==> config.mk <==
export PLATFORM = sky130hd
export DESIGN_NAME = flex_deserializer
export DESIGN_NICKNAME = d
export VERILOG_FILES = /design/src/rtl/flex_deserializer.sv
export SDC_FILE = /design/constraint.sdc
export NUM_CORES = 1
export LEC_CHECK = 0
export CAP_MARGIN = 5
export CORE_UTILIZATION = 40
export CTS_BUF_LIST = sky130_fd_sc_hd__clkbuf_4 sky130_fd_sc_hd__clkbuf_8
export DETAILED_ROUTE_END_ITERATION = 10
export PLACE_DENSITY = 0.6
export SLEW_MARGIN = 10
export SYNTH_ARGS = -nofsm -noshare
export SYNTH_HDL_FRONTEND = slang
export SYNTH_SLANG_ARGS = --single-unit
==> constraint.sdc <==
create_clock -name clk_i -period 4.72 [get_ports clk_i]
set_input_delay 0.708 -clock clk_i [delete_from_list [all_inputs] [get_ports clk_i]]
set_output_delay 0.708 -clock clk_i [all_outputs]
set_load 0.01 [all_outputs]
==> src/rtl/flex_deserializer.sv <==
// Serial-to-parallel converter with early word termination and selectable bit order.
// Valid/ready backpressure on the serial input and on the parallel output.
module flex_deserializer #(
  parameter int DATA_BUS_WIDTH = 16,
  parameter bit MSB_FIRST      = 1'b1,
  parameter int LEN_WIDTH      = $clog2(DATA_BUS_WIDTH + 1)
) (
  input  logic                      clk_i,
  input  logic                      srst_i,
  input  logic                      data_i,
  input  logic                      data_val_i,
  input  logic                      data_last_i,
  output logic                      data_ready_o,
  output logic [DATA_BUS_WIDTH-1:0] deser_data_o,
  output logic [LEN_WIDTH-1:0]      deser_len_o,
  output logic                      deser_data_val_o,
  input  logic                      deser_data_ready_i
);

  localparam int W     = DATA_BUS_WIDTH;
  localparam int CNT_W = $clog2(W);

  typedef enum logic {COLLECT, PENDING} state_t;

  state_t                 state_q;
  logic [CNT_W-1:0]       cnt_q;
  logic [W-1:0]           buf_q;
  logic [W-1:0]           data_q;
  logic [LEN_WIDTH-1:0]   len_q;
  logic                   val_q;

  logic                   out_free;
  logic                   accept;
  logic                   complete;
  logic [CNT_W-1:0]       pos;
  logic [W-1:0]           word_d;
  logic [LEN_WIDTH-1:0]   word_len;

  assign out_free     = !val_q || deser_data_ready_i;
  assign data_ready_o = !srst_i && (state_q == COLLECT);
  assign accept       = data_val_i && data_ready_o;
  assign complete     = accept && ((cnt_q == CNT_W'(W - 1)) || data_last_i);
  assign pos          = MSB_FIRST ? (CNT_W'(W - 1) - cnt_q) : cnt_q;
  // In PENDING cnt_q still holds the last index, so this is the held word's length too.
  assign word_len     = LEN_WIDTH'(cnt_q) + LEN_WIDTH'(1);

  always_comb begin
    word_d      = buf_q;
    word_d[pos] = data_i;
  end

  always_ff @(posedge clk_i) begin
    if (srst_i) begin
      state_q <= COLLECT;
      cnt_q   <= '0;
      buf_q   <= '0;
      data_q  <= '0;
      len_q   <= '0;
      val_q   <= 1'b0;
    end else begin
      // A pop clears the output; a load at the same edge overrides it below.
      if (val_q && deser_data_ready_i) begin
        val_q  <= 1'b0;
        data_q <= '0;
        len_q  <= '0;
      end
      case (state_q)
        COLLECT: begin
          if (complete) begin
            if (out_free) begin
              data_q <= word_d;
              len_q  <= word_len;
              val_q  <= 1'b1;
              buf_q  <= '0;
              cnt_q  <= '0;
            end else begin
              buf_q   <= word_d;
              state_q <= PENDING;
            end
          end else if (accept) begin
            buf_q <= word_d;
            cnt_q <= cnt_q + CNT_W'(1);
          end
        end
        PENDING: begin
          if (out_free) begin
            data_q  <= buf_q;
            len_q   <= word_len;
            val_q   <= 1'b1;
            buf_q   <= '0;
            cnt_q   <= '0;
            state_q <= COLLECT;
          end
        end
        default: state_q <= COLLECT;
      endcase
    end
  end

  assign deser_data_o     = data_q;
  assign deser_len_o      = len_q;
  assign deser_data_val_o = val_q;

endmodule

==> results by group, run 1 <==
Status
  – Outcome: finished clean

Worst setup path
  – Setup crit start kind: primary input
  – Top delay family on crit path: buffers and inverters
  – CP Cell Sequence: clkdlybuf4s50_1, nor2_4, clkdlybuf4s50_1
  – Worst setup EP type: output port
  – Slowest stage delay, CP: 0.66 ns
  – CP max stage cell: clkdlybuf4s50_1
  – Critical path required time: 4.01 ns
  – R2r setup slk: 2.67 ns
  – R2R depth: 3
  – CP bufs+invs: 2
  – Most used cell, CP: clkdlybuf4s50_1
  – Worst-path fanout max: 11
  – Critical Path AT: 2.21 ns
  – Reg2reg end: buf_q[13]
  – FF-to-FF Start: cnt_q[2]
  – Crit path kind: in -> out

Floorplanning
  – Die X: 74.7 um
  – Core Region: 5110 um^2
  – Row count: 26
  – I/O pin count: 29
  – Die area: 5570 um^2
  – Die Y: 74.7 um
  – Initial core utilization: 41.4%

Cells and area
  – Area Growth Syn to Fin: 18.6%
  – Filler cells: 523
  – Share of cells above drive strength 1: 8.30%
  – Final nets: 239
  – Antenna cells: 0

Clock network
  – CTS tree: done
  – CTS clk-pin slew, worst paths: 0.08 ns
  – Worst skew pair latency: 0.29 ns
  – Root buf cell: clkbuf_8
  – CTS HTree Levels: 2
  – TritonCTS Buffers: 5
  – Clock sinks: 43
  – Hold-fix buffers, CTS: 0
  – Post-CTS sizing: 0
  – Max clock buf depth: 2
  – Post-CTS Setup Bufs: 0

STA
  – Max_slew headroom: 50.4%
  – Unrepaired setup endpoints after global routing: no
  – Period utilization: 61.8%
  – Tightest Pin Transition: 0.741 ns
  – Minimum clock period: 2.92 ns
  – Worst Clk Skew: 0.00365 ns
  – Endpoints failing setup: 0
  – Hold Vio Cnt, Final: 0
  – Total negative slack: 0 ns
  – Fmax: 0.343 GHz
  – Slew Viols, Final: 0

Power and ir drop
  – Clock power frac: 35.7%
  – Power Density: 265 nW/um^2
  – VDD IR max: 0.173 mV
  – Sequential power share: 55.7%
  – Pint: 0.505 mW
  – Leakage power: 0.871 nW
  – Switching share of power: 23.8%
  – Psw: 0.158 mW
  – Gate power share: 8.6%
  – Power Total: 0.663 mW

Placed design
  – Buffers added on ports: 28
  – Final GP Congestion: 0.734
  – DP HPWL: 3000 um

Global route
  – Vias in the first global route: 1,550
  – Initial antenna violation count: 0
  – Largest net degree at the start of global routing: 25
  – First-pass GRT wire length: 7850 um
  – Gr usage total: 18.7%
  – GRT overflow: 0

Drt
  – DR vias: 1,602
  – DRT iter0 DRCs: 84
  – Antenna Nets Post-Route: 0
  – Drt total wl: 4690 um
  – DR DRC count: 0
  – Wire per inst: 15.7 um
  – Drt pass-1 iters: 4
  – Via density: 5.36

Yosys
  – Synthesized flop and latch total: 43
  – Prevailing post-synth register cell: dfxtp_1
  – Synth async-reset ratio: 0%
  – Synth top area cells: dfxtp_1, mux2i_1, o2bb2ai_1, a2bb2oi_1, ha_1
  – Cell taking the most area after synthesis: dfxtp_1
  – Synthesized area: 2110 um^2
  – Yosys cell types: 36
  – Synth Net Count: 217
  – Syn_area_per_cell: 10.3 um^2
  – Cell count after synthesis: 206
  – Seq/Total Area, Yosys: 40.8%
  – Post-synth top area share: 40.8%
  – Number of synthesized flops with an enable pin: 0
  – Synth top cells by count: dfxtp_1, mux2i_1, o2bb2ai_1
  – Most frequent cell after synthesis: dfxtp_1
  – Yosys synthesis warning count: 0

Worst hold path
  – Hold Crit Depth: 1
  – Hold Crit Class: reg -> reg
  – Hold path startpoint: deser_len_o[3]
  – Hold Path Sink: deser_len_o[3]

Run
  – Maxcap violations: 0
## flip-flops by register name (all words and copies together), names as in the netlist
register,count
state_q,1
deser_len_o,5
buf_q,16
deser_data_val_o,1
deser_data_o,16
cnt_q,4
## worst max-delay path by stage
stage | from | endpoint | depth (start not counted)
6_report | srst_i | data_ready_o | 3
3_5_place_dp | srst_i | data_ready_o | 3
2_1_floorplan | srst_i | data_ready_o | 2
5_1_grt | srst_i | data_ready_o | 3
3_3_place_gp | srst_i | data_ready_o | 3
4_1_cts | srst_i | data_ready_o | 3
## layout make-up
class                           instances  area (um^2)  share of cell area (%)
Clock inverter                          1         5.00                   0.200
Timing Repair Buffer                   29          288                    11.5
Inverter                                4         15.0                   0.599
Multi-Input combinational cell        145         1160                    46.5
Clock buffer                            7         83.8                    3.35
Tap cell                               70         87.6                    3.50
Sequential cell                        43          861                    34.4
## placed cells by master, fill, tap and decap left out, types with 2 or more instances in the layout
master,count
mux2i_1,32
o21ai_0,8
nand2_1,4
ha_1,5
nor3_1,3
nor2_4,2
clkbuf_4,2
nor3b_1,4
o21ai_1,9
and3_1,2
dfxtp_1,43
clkbuf_8,5
nand3b_1,8
o2bb2ai_1,16
a22o_1,5
nor2b_1,3
a21oi_1,5
nand3_1,5
nor2_1,5
clkdlybuf4s50_1,28
a2bb2oi_1,15
inv_1,3
## logic make-up after synthesis
group | after synthesis | share of synthesized area [%]
flip-flops | 43 | 40.8
XOR/XNOR | 1 | 0.415
multiplexers | 32 | 15.2
AO/OA/AOI/OAI | 67 | 24.7
adder cells (fa/ha/maj) | 5 | 2.96
buffers and inverters | 18 | 4.21
AND/OR/NAND/NOR | 40 | 11.8
## stage by stage
step                util, %  std cells  hold slack, ns  setup slack (ns)  instance area, um^2
detailed placement     47.3        291           0.466              1.81                 2420
global placement       47.3        291           0.466              1.83                 2420
finish                 49.0        299           0.487              1.80                 2500
global route           49.0        299           0.502              1.76                 2500
floorplan                 -        206           0.453              2.94                 2110
CTS                    49.0        299           0.487              1.80                 2500
## power by group through the flow
stage | Sequential, mW | Combinational, mW | Clock [mW]
floorplan | 0.378 | 0.0374 | 0
finish | 0.369 | 0.0573 | 0.237
global placement | 0.377 | 0.0576 | 0
CTS | 0.369 | 0.0583 | 0.249
detailed placement | 0.378 | 0.0579 | 0
global route | 0.370 | 0.0630 | 0.264
## per-layer routing
metal | part of all wire, % | up-vias | track usage [%]
li1 | - | 822 | -
met1 | 51 | 748 | 26.0
met2 | 45 | 30 | 29.2
met3 | 3.2 | 2 | 4.28
met4 | 0.49 | 0 | 5.03
met5 | 0 | - | 0
No activity file was read; power rests on OpenSTA's default activity.
==> run 2: changes to the inputs <==
PLACE_DENSITY = 0.63   (was 0.6)
clock period = 2.4 ns   (was 4.72 ns; I/O delays follow)
==> results by group, run 2 (synthesis results as in run 1) <==
Status
  – Outcome: finished clean (unchanged)

Worst setup path
  – Critical Path AT: 1.60 ns (was 2.21 ns)
  – Worst-path fanout max: 5 (was 11)
  – FF-to-FF Start: cnt_q[1] (was cnt_q[2])
  – Crit path kind: in -> out (unchanged)
  – Critical path required time: 2.04 ns (was 4.01 ns)
  – Worst setup EP type: output port (unchanged)
  – Setup crit start kind: primary input (unchanged)
  – CP startpoint: srst_i (unchanged)

STA
  – Hold Vio Cnt, Final: 0 (unchanged)
  – Unrepaired setup endpoints after global routing: no (unchanged)
  – Minimum clock period: 1.96 ns
  – Fmax: 0.511 GHz
  – Slew Viols, Final: 0 (unchanged)
  – Setup ws final: 0.442 ns (was 1.80 ns)
  – Period utilization: 81.6%
  – Worst Clk Skew: 0.00291 ns (was 0.00365 ns)
  – Tightest Pin Transition: 0.608 ns (was 0.741 ns)
  – Total negative slack: 0 ns (unchanged)
  – Hold slack: 0.486 ns (was 0.487 ns)
  – Endpoints failing setup: 0 (unchanged)
  – Max_slew headroom: 59.3% (was 50.4%)

Clock network
  – Post-CTS sizing: 0 (unchanged)
  – Post-CTS Setup Bufs: 0 (unchanged)
  – TritonCTS Buffers: 5 (unchanged)
  – CTS tree: done (unchanged)
  – Hold-fix buffers, CTS: 0 (unchanged)
  – Max clock buf depth: 2 (unchanged)
  – Root buf cell: clkbuf_8 (unchanged)
  – Worst skew pair latency: 0.30 ns (was 0.29 ns)
  – CTS clk-pin slew, worst paths: 0.08 ns (about the same)
  – Clock sinks: 43 (unchanged)
  – CTS HTree Levels: 2 (unchanged)

Drt
  – Wire per inst: 15.1 um (was 15.7 um)
  – DR vias: 1,668 (was 1,602)
  – Drt pass-1 iters: 4 (unchanged)
  – DRT iter0 DRCs: 101 (was 84)
  – DR DRC count: 0 (unchanged)
  – Drt total wl: 4640 um (was 4690 um)
  – Via density: 5.43 (was 5.36)
  – Antenna Nets Post-Route: 0 (unchanged)

Run
  – Maxcap violations: 0 (unchanged)

Global route
  – First-pass GRT wire length: 7420 um (was 7850 um)
  – Gr usage total: 17.9% (was 18.7%)
  – Vias in the first global route: 1,491 (was 1,550)
  – Largest net degree at the start of global routing: 20 (was 25)
  – Initial antenna violation count: 0 (unchanged)
  – GRT overflow: 0 (unchanged)

Power and ir drop
  – VDD IR max: 0.273 mV (was 0.173 mV)
  – Leakage power: 0.915 nW (was 0.871 nW)
  – Power Density: 526 nW/um^2 (was 265 nW/um^2)

Cells and area
  – Multi-input logic area: 1160 um^2 (unchanged)
  – Final Util: 50.5% (was 49.0%)
  – Filler cells: 498 (was 523)
  – Most frequent cells in the layout: dfxtp_1, mux2i_1, clkdlybuf4s50_1, o2bb2ai_1, a2bb2oi_1 (unchanged)
  – Leading cell type in the layout, fill and taps excluded: dfxtp_1 (unchanged)
  – Share of cells above drive strength 1: 11.4% (was 8.30%)
  – Seq. cell area: 861 um^2 (unchanged)
  – Final nets: 247 (was 239)
  – Antenna cells: 0 (unchanged)
  – Area Growth Syn to Fin: 22.2% (was 18.6%)

Floorplanning
  – Initial core utilization: 41.4% (unchanged)
  – I/O pin count: 29 (unchanged)
  – Core Region: 5110 um^2 (unchanged)
  – Die X: 74.7 um (unchanged)
  – Die area: 5570 um^2 (unchanged)
  – Die Y: 74.7 um (unchanged)
  – Row count: 26 (unchanged)

Worst hold path
  – Hold Crit Class: reg -> reg (unchanged)
  – Hold path startpoint: deser_len_o[3] (unchanged)

Placed design
  – DP HPWL: 3050 um (was 3000 um)
  – Buffers added on ports: 28 (unchanged)
  – Pre-CTS setup slack: 0.440 ns (was 1.81 ns)
  – Final GP Congestion: 0.828 (was 0.734)
==> run 2: cell count changes in the layout (fill, tap and decap cells not counted) <==
cell and delta:
buf_4 +8, clkbuf_8 +2, clkbuf_4 -1, clkinv_2 -1
==> run 2: metal layers <==
metal	track usage [%]	up-vias	wire (um)
met2	26.8	36	2030
met5	0	-	0
met1	25.0	781	2350
met3	4.42	7	192
li1	-	844	-
met4	6.92	0	73
==> run 2: layout make-up <==
class	count	area share, %
sequential	43	33.4
inverter	4	0.582
timing repair buffer	37	13.5
tap	70	3.39
clock buffer	8	4.03
multi-input combinational	145	45.2
==> run 2: worst paths after layout <==
path	slack [ns]	end	depth (start not counted)
max	0.44	data_ready_o	3
min	0.49	deser_len_o[3]	1
max reg2reg	0.57	deser_len_o[0]	5
min reg2reg	0.49	deser_len_o[3]	1
==> run 2: where the power goes <==
group          switching (mW)  total (mW)  internal (mW)
clock network           0.242       0.516          0.274
registers             0.00653       0.726          0.719
logic                  0.0668       0.117         0.0503
total                   0.315        1.36           1.04
==> run 2: through the flow <==
step | total power [mW] | area, um^2 | std cells
after CTS | 1.38 | 2580 | 307
after floorplan | 0.817 | 2110 | 206
after detailed placement | 0.859 | 2480 | 299
after global placement | 0.859 | 2480 | 299
final | 1.36 | 2580 | 307
after global routing | 1.41 | 2580 | 307
==> run 2: critical path, cell delays in order <==
cell             delay [ns]
clkdlybuf4s50_1        0.47
nor2_4                 0.20
clkdlybuf4s50_1        0.56
==> run 3: changes to the inputs <==
PLACE_DENSITY = 0.6   (was 0.63)
clock period = 1.9 ns   (was 2.4 ns; I/O delays follow)
==> results by group, run 3 (synthesis results as in run 1) <==
Worst hold path
  – Hold Crit Class: reg -> reg (unchanged)
  – Hold Path Sink: deser_len_o[1] (was deser_len_o[3])
  – Hold Crit Depth: 1 (unchanged)
  – Hold path startpoint: deser_len_o[1] (was deser_len_o[3])

Clock network
  – Worst skew pair latency: 0.30 ns (about the same)
  – Max clock buf depth: 2 (unchanged)
  – CTS clk-pin slew, worst paths: 0.08 ns (about the same)
  – Post-CTS Setup Bufs: 0 (unchanged)
  – Clock sinks: 43 (unchanged)
  – TritonCTS Buffers: 5 (unchanged)
  – CTS HTree Levels: 2 (unchanged)
  – Root buf cell: clkbuf_8 (unchanged)
  – CTS tree: done (unchanged)

Global route
  – Vias in the first global route: 1,551 (was 1,491)
  – First-pass GRT wire length: 7820 um (was 7420 um)
  – Gr usage total: 18.7% (was 17.9%)
  – Initial antenna violation count: 0 (unchanged)
  – Largest net degree at the start of global routing: 23 (was 20)
  – GRT overflow: 0 (unchanged)

Drt
  – Via density: 5.26 (was 5.43)
  – DR vias: 1,674 (was 1,668)
  – Drt pass-1 iters: 4 (unchanged)
  – Drt total wl: 4750 um (was 4640 um)
  – Antenna Nets Post-Route: 0 (unchanged)
  – DRT iter0 DRCs: 78 (was 101)
  – Wire per inst: 14.9 um (was 15.1 um)
  – DR DRC count: 0 (unchanged)

STA
  – Endpoints failing setup: 0 (unchanged)
  – Worst Clk Skew: 0.00317 ns (was 0.00291 ns)
  – Unrepaired setup endpoints after global routing: no (unchanged)
  – Fmax: 0.575 GHz
  – Max_slew headroom: 50.0% (was 59.3%)
  – Hold Vio Cnt, Final: 0 (unchanged)
  – Total negative slack: 0 ns (unchanged)
  – Minimum clock period: 1.74 ns
  – Tightest Pin Transition: 0.748 ns (was 0.608 ns)
  – Period utilization: 91.5%
  – Slew Viols, Final: 0 (unchanged)

Power and ir drop
  – Power Density: 677 nW/um^2 (was 526 nW/um^2)
  – VDD IR max: 0.470 mV (was 0.273 mV)
  – Power Total: 1.82 mW (was 1.36 mW)
  – Leakage power: 0.979 nW (was 0.915 nW)

Floorplanning
  – Initial core utilization: 41.4% (unchanged)
  – Die Y: 74.7 um (unchanged)
  – Die area: 5570 um^2 (unchanged)
  – Row count: 26 (unchanged)
  – Core Region: 5110 um^2 (unchanged)
  – I/O pin count: 29 (unchanged)
  – Die X: 74.7 um (unchanged)

Cells and area
  – Leading cell type in the layout, fill and taps excluded: dfxtp_1 (unchanged)
  – Antenna cells: 0 (unchanged)
  – Share of cells above drive strength 1: 16.1% (was 11.4%)
  – Area Growth Syn to Fin: 27.1% (was 22.2%)
  – Final nets: 258 (was 247)
  – Most frequent cells in the layout: dfxtp_1, mux2i_1, clkdlybuf4s50_1, buf_4, o2bb2ai_1 (was dfxtp_1, mux2i_1, clkdlybuf4s50_1, o2bb2ai_1, a2bb2oi_1)

Worst setup path
  – Setup crit start kind: register (was primary input)
  – Critical path required time: 2.09 ns (was 2.04 ns)
  – R2r setup slk: 0.16 ns (was 0.57 ns)
  – Critical Path AT: 1.93 ns (was 1.60 ns)
  – Worst-path fanout max: 5 (unchanged)
  – Reg2reg end: deser_data_o[15] (was deser_len_o[0])
  – FF-to-FF Start: cnt_q[0] (was cnt_q[1])
  – R2R depth: 7 (was 5)
  – CP startpoint: cnt_q[0] (was srst_i)
  – Crit path kind: reg -> reg (was in -> out)
  – Worst setup EP type: register (was output port)

Placed design
  – Buffers added on ports: 28 (unchanged)
  – Final GP Congestion: 0.767 (was 0.828)
  – DP HPWL: 3240 um (was 3050 um)

Status
  – Outcome: finished clean (unchanged)

Run
  – Maxcap violations: 0 (unchanged)
-- run 3: worst max path at each step --
stage | end | slack [ns] | cells past startpoint
floorplan | deser_data_o[11] | 0.27 | 6
global placement | buf_q[8] | 0.07 | 4
detailed placement | buf_q[0] | 0.06 | 4
CTS | deser_data_o[13] | 0.12 | 7
global route | deser_data_o[15] | 0.01 | 7
finish | deser_data_o[15] | 0.16 | 7
-- run 3: timing repair --
item / 4_1_cts / 5_1_grt
setup endpoints to repair: 0 / 1
gates resized for setup: 0 / 2
hold buffers: 0 / 0
endpoints found under the hold margin: 0 / 0
-- run 3: metal layers --
metal  vias to the layer above  GRT usage, %  share of wire, %
met5                         -             0                 0
met4                         0          6.92               1.1
met3                         5          3.75               3.5
met2                        24          28.4                45
met1                       782          26.3                51
li1                        863             -                 -
-- run 3: report_power, final --
group	switching [mW]	leakage, nW	total (mW)	internal, mW
clock	0.312	0.0612	0.737	0.425
sequential	0.00645	0.347	0.915	0.908
combinational	0.0880	0.571	0.165	0.0769
total	0.406	0.979	1.82	1.41
-- run 3: layout make-up --
type | instances | area [um^2]
repair buffers | 48 | 430
clock buffers | 6 | 82.6
well taps | 70 | 87.6
clock inverters | 2 | 35.0
multi-input cells | 145 | 1170
inverters | 4 | 15.0
fillers | 483 | 2420
flip-flops and latches | 43 | 861
-- run 3: metrics by stage --
stage | utilization, % | std cells | hold slack, ns | worst slack [ns] | instance area [um^2]
floorplan | - | 206 | 0.453 | 0.269 | 2110
global placement | 50.1 | 310 | 0.464 | 0.0733 | 2560
detailed placement | 50.1 | 310 | 0.466 | 0.0567 | 2560
CTS | 52.4 | 318 | 0.485 | 0.124 | 2680
global route | 52.5 | 318 | 0.503 | 0.0126 | 2680
finish | 52.5 | 318 | 0.486 | 0.161 | 2680
-- run 3: worst max-delay path: stages (launching register included) --
cell       delay (ns)
dfxtp_1          0.33
buf_4            0.15
inv_1            0.13
ha_1             0.27
nor3b_1          0.25
mux2i_1          0.27
a2bb2oi_1        0.16
o21ai_1          0.07
